<file path="config.mk">
export PLATFORM = sky130hd
export DESIGN_NAME = uart_frame_decoder
export DESIGN_NICKNAME = d
export VERILOG_FILES = /design/src/rtl/uart_frame_decoder.sv
export SDC_FILE = /design/constraint.sdc
export NUM_CORES = 1
export LEC_CHECK = 0
export BUFFER_PORTS_ARGS = -buffer_cell sky130_fd_sc_hd__buf_2
export CAP_MARGIN = 15
export CORE_MARGIN = 4
export CORE_UTILIZATION = 45
export CTS_CLUSTER_DIAMETER = 100
export DETAILED_ROUTE_END_ITERATION = 10
export SLEW_MARGIN = 30
export SYNTH_ARGS = -nofsm -noshare
export SYNTH_HDL_FRONTEND = slang
export SYNTH_SLANG_ARGS = --single-unit
</file>
<file path="constraint.sdc">
create_clock -name clk -period 3.5 [get_ports clk]
set_input_delay 0 -clock clk [delete_from_list [all_inputs] [get_ports clk]]
set_output_delay 0 -clock clk [all_outputs]
set_load 0.1 [all_outputs]
</file>
<file path="src/rtl/uart_frame_decoder.sv">
// uart_frame_decoder: reassembles framed UART packets into held output-pattern,
// frequency-pattern and control fields for the serial-out channel controller.
// Frame: SYNC_BYTE, PAY_NUM = 2*DATA_BIT/8 + 1 payload bytes (little-endian),
// then an optional sum-mod-256 checksum byte.
// Optional feature macro: CHECKSUM_EN (define to expect and verify the checksum byte).
module uart_frame_decoder #(
    parameter int unsigned DATA_BIT    = 32,
    parameter int unsigned SEL_BIT     = 4,
    parameter logic [7:0]  SYNC_BYTE   = 8'hA5,
    parameter int unsigned TIMEOUT_CLK = 100000
) (
    input  logic                clk,
    input  logic                rst_n,
    input  logic [7:0]          i_data,
    input  logic                i_rx_done_tick,
    output logic [DATA_BIT-1:0] o_output_pattern,
    output logic [DATA_BIT-1:0] o_freq_pattern,
    output logic                o_start,
    output logic                o_stop,
    output logic                o_mode,
    output logic [SEL_BIT-1:0]  o_sel_out,
    output logic                o_done_tick,
    output logic                o_err_tick,
    output logic [1:0]          o_err_code,
    output logic                o_busy
);

    localparam int unsigned PAY_NUM = 2 * DATA_BIT / 8 + 1;
    localparam int unsigned SH_W    = PAY_NUM * 8;
    localparam int unsigned CNT_W   = $clog2(TIMEOUT_CLK);
    localparam int unsigned BC_W    = $clog2(PAY_NUM + 1);

    localparam logic [CNT_W-1:0] CNT_LAST    = CNT_W'(TIMEOUT_CLK - 1);
    localparam logic [BC_W-1:0]  BC_LAST     = BC_W'(PAY_NUM - 1);
    localparam logic [1:0]       ERR_CSUM    = 2'b01;
    localparam logic [1:0]       ERR_TIMEOUT = 2'b10;

    typedef enum logic [1:0] {
        S_HUNT    = 2'd0,
        S_PAYLOAD = 2'd1,
        S_CHECK   = 2'd2,
        S_DONE    = 2'd3
    } state_t;

    // Running checksum: payload bytes summed modulo 256.
    function automatic logic [7:0] sum8(input logic [7:0] acc, input logic [7:0] b);
        return acc + b;
    endfunction

    state_t                state_r;
    logic [SH_W-1:0]       shreg_r;
    logic [7:0]            sum_r;
    logic [BC_W-1:0]       byte_cnt_r;
    logic [CNT_W-1:0]      gap_cnt_r;
    logic [DATA_BIT-1:0]   out_pat_r;
    logic [DATA_BIT-1:0]   freq_pat_r;
    logic                  start_r;
    logic                  stop_r;
    logic                  mode_r;
    logic [SEL_BIT-1:0]    sel_r;
    logic                  done_tick_r;
    logic                  err_tick_r;
    logic [1:0]            err_code_r;
    logic                  busy_r;

    // First payload byte ends up in the low byte after all bytes are shifted in.
    logic [SH_W-1:0] shifted_s;
    logic [SH_W-1:0] frame_s;
    logic [7:0]      ctrl_s;
    logic            unused_s;

    assign shifted_s = {i_data, shreg_r[SH_W-1:8]};
`ifdef CHECKSUM_EN
    assign frame_s   = shreg_r;
`else
    assign frame_s   = shifted_s;
`endif
    assign ctrl_s    = frame_s[SH_W-1 -: 8];
    // Control bit 3 and bits above the select field carry no meaning.
    assign unused_s  = ^{ctrl_s, shreg_r[7:0]};

    // Frame FSM: sync hunt, payload collection, checksum, output latch, timeout.
    always_ff @(posedge clk or negedge rst_n) begin
        if (!rst_n) begin
            state_r     <= S_HUNT;
            shreg_r     <= '0;
            sum_r       <= 8'h00;
            byte_cnt_r  <= '0;
            gap_cnt_r   <= '0;
            out_pat_r   <= '0;
            freq_pat_r  <= '0;
            start_r     <= 1'b0;
            stop_r      <= 1'b0;
            mode_r      <= 1'b0;
            sel_r       <= '0;
            done_tick_r <= 1'b0;
            err_tick_r  <= 1'b0;
            err_code_r  <= 2'b00;
            busy_r      <= 1'b0;
        end else begin
            done_tick_r <= 1'b0;
            err_tick_r  <= 1'b0;
            case (state_r)
                // S_DONE lasts one cycle and hunts like S_HUNT so no byte is lost.
                S_HUNT, S_DONE: begin
                    gap_cnt_r <= '0;
                    if (i_rx_done_tick && (i_data == SYNC_BYTE)) begin
                        state_r    <= S_PAYLOAD;
                        busy_r     <= 1'b1;
                        byte_cnt_r <= '0;
                        sum_r      <= 8'h00;
                    end else begin
                        state_r    <= S_HUNT;
                        busy_r     <= 1'b0;
                    end
                end
                S_PAYLOAD: begin
                    if (i_rx_done_tick) begin
                        gap_cnt_r  <= '0;
                        shreg_r    <= shifted_s;
                        sum_r      <= sum8(sum_r, i_data);
                        byte_cnt_r <= byte_cnt_r + BC_W'(1);
                        if (byte_cnt_r == BC_LAST) begin
`ifdef CHECKSUM_EN
                            state_r     <= S_CHECK;
`else
                            state_r     <= S_DONE;
                            out_pat_r   <= frame_s[DATA_BIT-1:0];
                            freq_pat_r  <= frame_s[2*DATA_BIT-1:DATA_BIT];
                            start_r     <= ctrl_s[0];
                            stop_r      <= ctrl_s[1];
                            mode_r      <= ctrl_s[2];
                            sel_r       <= ctrl_s[4 +: SEL_BIT];
                            done_tick_r <= 1'b1;
`endif
                        end else begin
                            state_r <= S_PAYLOAD;
                        end
                    end else if (gap_cnt_r == CNT_LAST) begin
                        state_r    <= S_HUNT;
                        busy_r     <= 1'b0;
                        err_tick_r <= 1'b1;
                        err_code_r <= ERR_TIMEOUT;
                    end else begin
                        gap_cnt_r <= gap_cnt_r + CNT_W'(1);
                    end
                end
                S_CHECK: begin
                    if (i_rx_done_tick) begin
                        gap_cnt_r <= '0;
                        if (i_data == sum_r) begin
                            state_r     <= S_DONE;
                            out_pat_r   <= frame_s[DATA_BIT-1:0];
                            freq_pat_r  <= frame_s[2*DATA_BIT-1:DATA_BIT];
                            start_r     <= ctrl_s[0];
                            stop_r      <= ctrl_s[1];
                            mode_r      <= ctrl_s[2];
                            sel_r       <= ctrl_s[4 +: SEL_BIT];
                            done_tick_r <= 1'b1;
                        end else begin
                            state_r    <= S_HUNT;
                            busy_r     <= 1'b0;
                            err_tick_r <= 1'b1;
                            err_code_r <= ERR_CSUM;
                        end
                    end else if (gap_cnt_r == CNT_LAST) begin
                        state_r    <= S_HUNT;
                        busy_r     <= 1'b0;
                        err_tick_r <= 1'b1;
                        err_code_r <= ERR_TIMEOUT;
                    end else begin
                        gap_cnt_r <= gap_cnt_r + CNT_W'(1);
                    end
                end
                default: begin
                    state_r   <= S_HUNT;
                    busy_r    <= 1'b0;
                    gap_cnt_r <= '0;
                end
            endcase
        end
    end

    assign o_output_pattern = out_pat_r;
    assign o_freq_pattern   = freq_pat_r;
    assign o_start          = start_r;
    assign o_stop           = stop_r;
    assign o_mode           = mode_r;
    assign o_sel_out        = sel_r;
    assign o_done_tick      = done_tick_r;
    assign o_err_tick       = err_tick_r;
    assign o_err_code       = err_code_r;
    assign o_busy           = busy_r;

endmodule
</file>
==> results of run 1 <==
==> state kept, by name, summed over array words and instances (netlist names) <==
| register | cells |
|---|---|
| shreg_r | 64 |
| o_freq_pattern | 32 |
| o_output_pattern | 32 |
| gap_cnt_r | 17 |
| sum_r | 8 |
| byte_cnt_r | 4 |
| o_sel_out | 4 |
| o_err_code | 2 |
| state_r | 2 |
| o_busy | 1 |
| o_done_tick | 1 |
| o_err_tick | 1 |
| o_mode | 1 |
| o_start | 1 |
| o_stop | 1 |
==> per-layer routing <==
layer	part of all wire	wire length, um	vias to the layer above
li1	-	-	1971
met1	0.47	6550	2121
met2	0.47	6580	101
met3	0.046	644	19
met4	0.016	225	0
met5	0	0	-
==> placed cells by master, fill, tap and decap left out, types with 8 or more instances in the layout <==
cell type                       count
sky130_fd_sc_hd__nand3_1           11
sky130_fd_sc_hd__nor2_1            18
sky130_fd_sc_hd__ha_1              12
sky130_fd_sc_hd__nand2_1           12
sky130_fd_sc_hd__a21oi_1           14
sky130_fd_sc_hd__mux2_2            66
sky130_fd_sc_hd__mux2_4            70
sky130_fd_sc_hd__inv_1             11
sky130_fd_sc_hd__clkbuf_16         17
sky130_fd_sc_hd__buf_2             85
sky130_fd_sc_hd__xnor2_1           11
sky130_fd_sc_hd__xor2_1            10
sky130_fd_sc_hd__dlygate4sd3_1     10
sky130_fd_sc_hd__dfrtp_1          171
sky130_fd_sc_hd__o21ai_0            8
sky130_fd_sc_hd__a22o_1             8
==> final cells by class <==
cell class	count	share of cell area
multi-input cells	295	0.339
clock inverters	7	0.00750
flip-flops and latches	171	0.493
inverters	11	0.00476
repair buffers	101	0.0676
clock buffers	24	0.0567
well taps	216	0.0312
==> path summary, 6_finish.rpt <==
kind                       cells after the start  slack (ps)              endpoint      start
max                                            6         730  o_output_pattern[14]   sum_r[5]
min                                            2         220           shreg_r[12]      rst_n
max reg2reg                                    6         730  o_output_pattern[14]   sum_r[5]
min reg2reg                                    2         490              sum_r[2]   sum_r[2]
max in group asynchronous                      3        2220           shreg_r[21]      rst_n
min in group clk                               3         420           shreg_r[67]  i_data[3]
==> power by group through the flow <==
stage                     combinational (uW)  clock, uW  sequential, uW
after floorplan                         27.2          0            2040
after global placement                   107          0            2020
after detailed placement                 108          0            2020
after CTS                                117       1810            1990
after global routing                     130       1890            1990
final                                    114       1760            1990
==> worst max-delay path, stage by stage (launching register included) <==
cell and delay [ps]:
sky130_fd_sc_hd__dfrtp_1 390, sky130_fd_sc_hd__ha_1 340, sky130_fd_sc_hd__nor4_2 310, sky130_fd_sc_hd__nand3_1 170, sky130_fd_sc_hd__a221o_4 750, sky130_fd_sc_hd__buf_12 320, sky130_fd_sc_hd__mux2_4 320
==> logic make-up (layout without fill, tap and decap cells) <==
kind of cell / after synthesis / count (layout)
flip-flops: 171 / 171
multiplexers: 137 / 137
AND/OR/NAND/NOR: 72 / 72
AO/OA/AOI/OAI: 52 / 52
buffers and inverters: 33 / 143
XOR/XNOR: 21 / 21
adder cells (fa/ha/maj): 13 / 13
==> per-stage QoR <==
stage	hold slack [ps]	utilization	instances	worst slack, ps	instance area [um2]
final	223	0.542	825	734	8680
after global routing	310	0.542	825	622	8680
after CTS	252	0.542	825	749	8680
after detailed placement	133	0.501	784	773	8020
after global placement	127	0.501	784	815	8020
after floorplan	-296	-	499	1340	7390
==> timing repair <==
item                      4_1_cts  5_1_grt
hold buffers                   10        0
setup buffers                   0        0
hold endpoints to repair      107        0
==> out/results.txt, run 1 <==
Max-cap violations in this run came to 0. The number of synthesized flops with an enable pin was 0. The tools report the endpoint kind of the worst setup timing path as a flop. Overall power consumption after layout is estimated at 3860 uW.

In the final routed layout, each cell accounts on average for 17.0 um. Summed over all layers, the global routing overflow is 0. The die covers 18500 um2. The run gives 0.029 as the combinational group share of total power. Part of the cycle the worst path needs: 0.790.

The total power divided by cell area is 445 nW/um2, and the storage element area is 4280 um2. The die outline width works out to 136 um. The number of antenna violations at the first check in global routing came out at 0. For the total area of multi-input combinational cells, the log shows 2940 um2.

Setup violations remaining at the end of the flow were counted as 0. The tools report the worst voltage drop across the vdd grid as 0.331 mV. For the maximum count of clock buffers along a single path, the log shows 2.

The floorplan step set the die height to 136 um. The fraction of registers with async set or reset after synthesis is 1.00. The routed layout has 4212 vias.

The run gives 0.362 GHz as the fmax. By count the netlist is led by sky130_fd_sc_hd__dfrtp_1, sky130_fd_sc_hd__mux2_4, sky130_fd_sc_hd__mux2_2. The met1 capacity usage during global routing is 0.226. The H-tree was split into 4 levels. The worst-case headroom to the max-slew limit came out at 0.459. The clock period could shrink to 2770 ps.

In the final design database the tool counted 621 nets. The fraction of the mapped netlist area in compound gates is 0.0481, and the floorplan core area is 16000 um2. The tools report the antenna diode count as 0. The busiest layer in global routing was met2. For the required time of the worst setup path, the log shows 3800 ps. For this run, the leading register cell type out of synthesis is sky130_fd_sc_hd__dfrtp_1.

The cell area that synthesis handed to floorplanning was 7390 um2. Worst hold-check path type: primary input to asynchronous set/reset pin. The final routed DRC violation total was 0; the starting density of the core was 0.462. The run gives 0 as the count of endpoints failing hold in the final timing report.

Among all cell types in the netlist, the one instantiated most often is sky130_fd_sc_hd__dfrtp_1. Cell taking the most area after synthesis: sky130_fd_sc_hd__dfrtp_1. The switching part of the total was 0.208.

For the count of clock tree sinks, the log shows 171. In this run, CTS created clock tree buffers numbering 17. For the final database, setup skew stands at 10.5 ps. The post-synthesis sequential area ratio is 0.579, and the clock share of power is 0.456. The worst setup path is of the flop to flop kind. The number of storage elements in the synthesis netlist was 171; the remaining antenna violation count after routing was 0.

The via count of the first global-routing pass is 4451. Simple-gate portion of the synthesized area: 0.0554. The number of gates resized after cts was 0. The yosys synthesis warning count was 0. The layout cell share with drive strength beyond 1 is 0.432, and the gate count after technology mapping is 499. The count of distinct cell types in the synthesized netlist was 51. The first global-routing pass estimated 23500 um of wire. The congestion estimate from routability-driven global placement came to 0.855. The routed design has 14000 um of wire. The number of nets in the synthesized netlist is 523. 87 I/O pins were placed.

The area growth from synthesis to layout came out at 17.4%. Clock tree synthesis selected as its root buffer the cell sky130_fd_sc_hd__clkbuf_16. The run gives 0.515 as the part of the total power dissipated in sequential elements. After detailed routing, the number of vias per cell comes to 5.11. The area share of the largest cell type after synthesis was 0.579.

TritonCTS built the clock tree. The met2 track utilization from global routing came out at 0.251. The number of pins exceeding their max-slew limit in the final report is 0. Data arrives at the worst endpoint at 3060 ps. The slew at the pin closest to its max-slew limit is 812 ps. Clock-pin slew was measured on the worst setup and hold paths at 60 ps. The length of the first detailed-routing pass in iterations was 4; the post-synthesis xor/xnor area fraction was 0.0249. The static leakage power is 0.00463 uW. Averaged over all synthesized cells, the footprint is 14.8 um2. Internal power comes to 3060 uW. By area, the combinational part of the netlist is dominated by multiplexers. The run gives 46 as the number of placement rows. The global routing usage summed across all routing layers is 0.162. The maximum number of pins on one net before global-route repair is 91, and the largest fanout on the critical path is 37. Fill cells in the final layout number 1371. Setup repair after global routing left no endpoint under its margin. After routing, the total negative slack on setup checks comes to 0 ps. In this run the power spent charging and discharging nets is 803 uW.

Met3 routing resource usage after global routing: 0.0411. The fraction of the mapped netlist area in adder cells was 0.0230; the count of input and output buffers was 86. The run gives 9530 um as the total half-perimeter wirelength after legalization and detailed placement. The flow ran to the end, and the final reports show no timing, DRC or antenna violations. For the clock latency on the worst-skew pair, the log shows 420 ps. The worst setup path is launched from a flop. Yosys attributes the largest share of cell area to sky130_fd_sc_hd__dfrtp_1, sky130_fd_sc_hd__mux2_4, sky130_fd_sc_hd__mux2_2. The initial DRC count was 247; the share of synthesized area spent on multiplexers was 0.244.
Note: power is estimated with default switching activity, not from simulation.
==> inputs of run 2 (changes only) <==
Settings changed: PLACE_DENSITY set to 0.67.
Clock period 3.5 ns to 2.2 ns, I/O delays scaled along.
==> out/results.txt, run 2 (synthesis results as in run 1) <==
The run finished, with violations left. The checks that failed: negative setup slack. Relative to the synthesized area, the layout overhead comes to 23.3%. The count of filler cells inserted in the layout was 1290 (-5.9%); the storage element area was 4280 um2 (unchanged). The initial DRC count was 193 (-22%); the aggregate routed wire length was 15000 um (+6.8%).

The overall power was 6080 uW (+57%); the number of I/O pins was 87 (unchanged). The worst hold-check path type is primary input to asynchronous set/reset pin. The critical path in this run is classified as flop to flop.

The time the final worst path needs with I/O delays and setup works out to 2270 ps (-497 ps). The maximum number of pins on one net before global-route repair is 69 (-24%), and the final estimated routing congestion in global placement is 0.861 (+0.78%). The count of clock tree sinks was 171 (unchanged); the via count of the first global-routing pass was 4626 (+3.9%). The run gives 0 (unchanged) as the remaining antenna violation count after routing.

TritonCTS built the clock tree. The setup slack after layout is -68.9 ps (-803 ps). The part of the cycle the worst path needs was 1.03 (+0.241); the routed wire length per instance was 17.4 um (+2.7%).

The sum of buffers and inverters on the critical path works out to 1 (unchanged). Traced cell by cell, the critical path runs through ha_4 > nor4_4 > nand3_2 > a221o_4 > buf_12 > mux2_4. The CTS clock-pin slew for the worst setup and hold paths was 60 ps (about the same). The logs give 0.169 (+0.00683) for the global routing usage summed across all routing layers and 10200 um (+6.9%) for the total half-perimeter wirelength after legalization and detailed placement. The library cell used most frequently in the layout, excluding fill and tap cells, is sky130_fd_sc_hd__dfrtp_1. The total power divided by cell area came out at 668 nW/um2 (+50%). The clock latency on the worst-skew pair is 420 ps (about the same), and the count of input and output buffers is 86 (unchanged).

The kind of cell adding the most delay to the critical path is compound AO/OA/AOI/OAI gates. The arrival time at the worst endpoint was 2570 ps (-490 ps); the number of antenna violations at the first check in global routing was 0 (unchanged). The number of pins exceeding their max-slew limit in the final report was 0 (unchanged). The worst voltage drop across the vdd grid was 0.547 mV (+65%); the stage delay of the slowest cell on the critical path was 520 ps (-230 ps). The height of the die came out at 136 um (unchanged). The number of flip-flops under the largest register name works out to 64 (unchanged). Critical path launch point type: a flop. The logs give 2 (unchanged) for the maximum count of clock buffers along a single path and 4452 (+5.7%) for the routed via count.

Largest fanout on the critical path: 19 (-49%). The final routed DRC violation total was 0 (unchanged); the floorplan die area was 18500 um2 (unchanged). The run gives 0.570 (+0.0274) as the share of the core filled with cells in the final layout. Clock tree synthesis selected as its root buffer the cell sky130_fd_sc_hd__clkbuf_16. The fmax came out at 0.441 GHz (+22%).

For the antenna diode count, the log shows 0 (unchanged). The length of the first detailed-routing pass in iterations is 4 (unchanged), and the number of placement rows is 46 (unchanged). The first-pass GRT wire length was 24400 um (+3.8%). The slowest stage of the critical path is the sky130_fd_sc_hd__a221o_4 cell. More flip-flops sit in one register than any other, and that register is shreg_r. The tools report the floorplan core area as 16000 um2 (unchanged).

The total CTS buffers is 17 (unchanged). The tools report the post-route clock skew as 8.96 ps (-1.59 ps). Overflow left after global routing: 0 (unchanged). Setup repair after global routing could not meet its margin everywhere. The required time of the worst setup path is 2500 ps (-1300 ps). The tools report the endpoint kind of the worst setup timing path as a flop. The number of max-cap violations was 0 (unchanged); the die outline width was 136 um (unchanged). The run gives 0 (unchanged) as the count of endpoints failing hold in the final timing report. The routed via count divided by cell count works out to 5.19 (+1.6%).

The layout cell share with drive strength beyond 1 is 0.474 (+0.0417). The total area of multi-input combinational cells was 3000 um2 (+2.1%). The tools report the starting density of the core as 0.462 (unchanged). The net count reported at finish is 653 (+5.2%). In the layout the commonest cells are sky130_fd_sc_hd__dfrtp_1, sky130_fd_sc_hd__buf_2, sky130_fd_sc_hd__mux2_4. The run gives 0.655 (+0.196) as the worst-case headroom to the max-slew limit. The CTS H-tree depth was 4 (unchanged); the slew at the pin closest to its max-slew limit was 522 ps (-290 ps). Number of setup violations in the final report: 71 (+71). Static leakage power: 0.00486 uW (+4.8%).
## run 2: area by class of cell
class / count / share of cell area
Multi-Input combinational cell: 295 / 0.329
Clock buffer: 19 / 0.0486
Clock inverter: 13 / 0.0102
Tap cell: 216 / 0.0297
Timing Repair Buffer: 133 / 0.108
Sequential cell: 171 / 0.470
Inverter: 11 / 0.00453
## run 2: path summary, 6_finish.rpt
| path | startpoint | endpoint | slack [ps] | cells past startpoint |
|---|---|---|---|---|
| setup reg to reg | sum_r[1] | o_freq_pattern[13] | -70 | 6 |
| max in group asynchronous | rst_n | o_freq_pattern[27] | 1460 | 3 |
| min in group clk | i_data[6] | o_sel_out[2] | 460 | 3 |
| setup / recovery | sum_r[1] | o_freq_pattern[13] | -70 | 6 |
| hold reg to reg | sum_r[2] | sum_r[2] | 500 | 2 |
| hold / removal | rst_n | o_output_pattern[18] | 40 | 2 |
## run 2: where the power goes
group | leakage (uW) | internal [uW] | total (uW) | switching, uW
Sequential | 0.00237 | 3150 | 3160 | 8.60
Combinational | 0.00222 | 71.4 | 212 | 140
Clock | 0.000264 | 1480 | 2710 | 1230
Total | 0.00486 | 4710 | 6080 | 1380
## run 2: timing repair
item                                    in CTS  in global routing
pin swaps                                    3                  0
endpoints found under the hold margin      190                  0
buffers inserted                             2                  1
cloned                                       2                  1
hold buffers                                10                  0
resized for setup                            7                  2
endpoints found under the setup margin      71                 72
## run 2: stage by stage
step / setup TNS [ps] / hold WS (ps) / cell area [um2] / setup WS [ps] / instances
final: -3120 / 41.3 / 9110 / -68.9 / 858
after global routing: -7800 / 64.8 / 9110 / -134 / 858
after CTS: -3780 / 29.6 / 9070 / -79.5 / 856
after detailed placement: -10170 / -82.0 / 8310 / -167 / 810
after global placement: -5730 / -81.7 / 8310 / -96.5 / 810
after floorplan: 0 / -296 / 7390 / 39.7 / 499
## run 2: metal layers
metal  up-vias  global-route usage  part of all wire
li1       2040                   -                 -
met1      2291               0.226              0.45
met2        99               0.273              0.49
met3        22              0.0440             0.043
met4         0              0.0521             0.014
met5         -                   0                 0
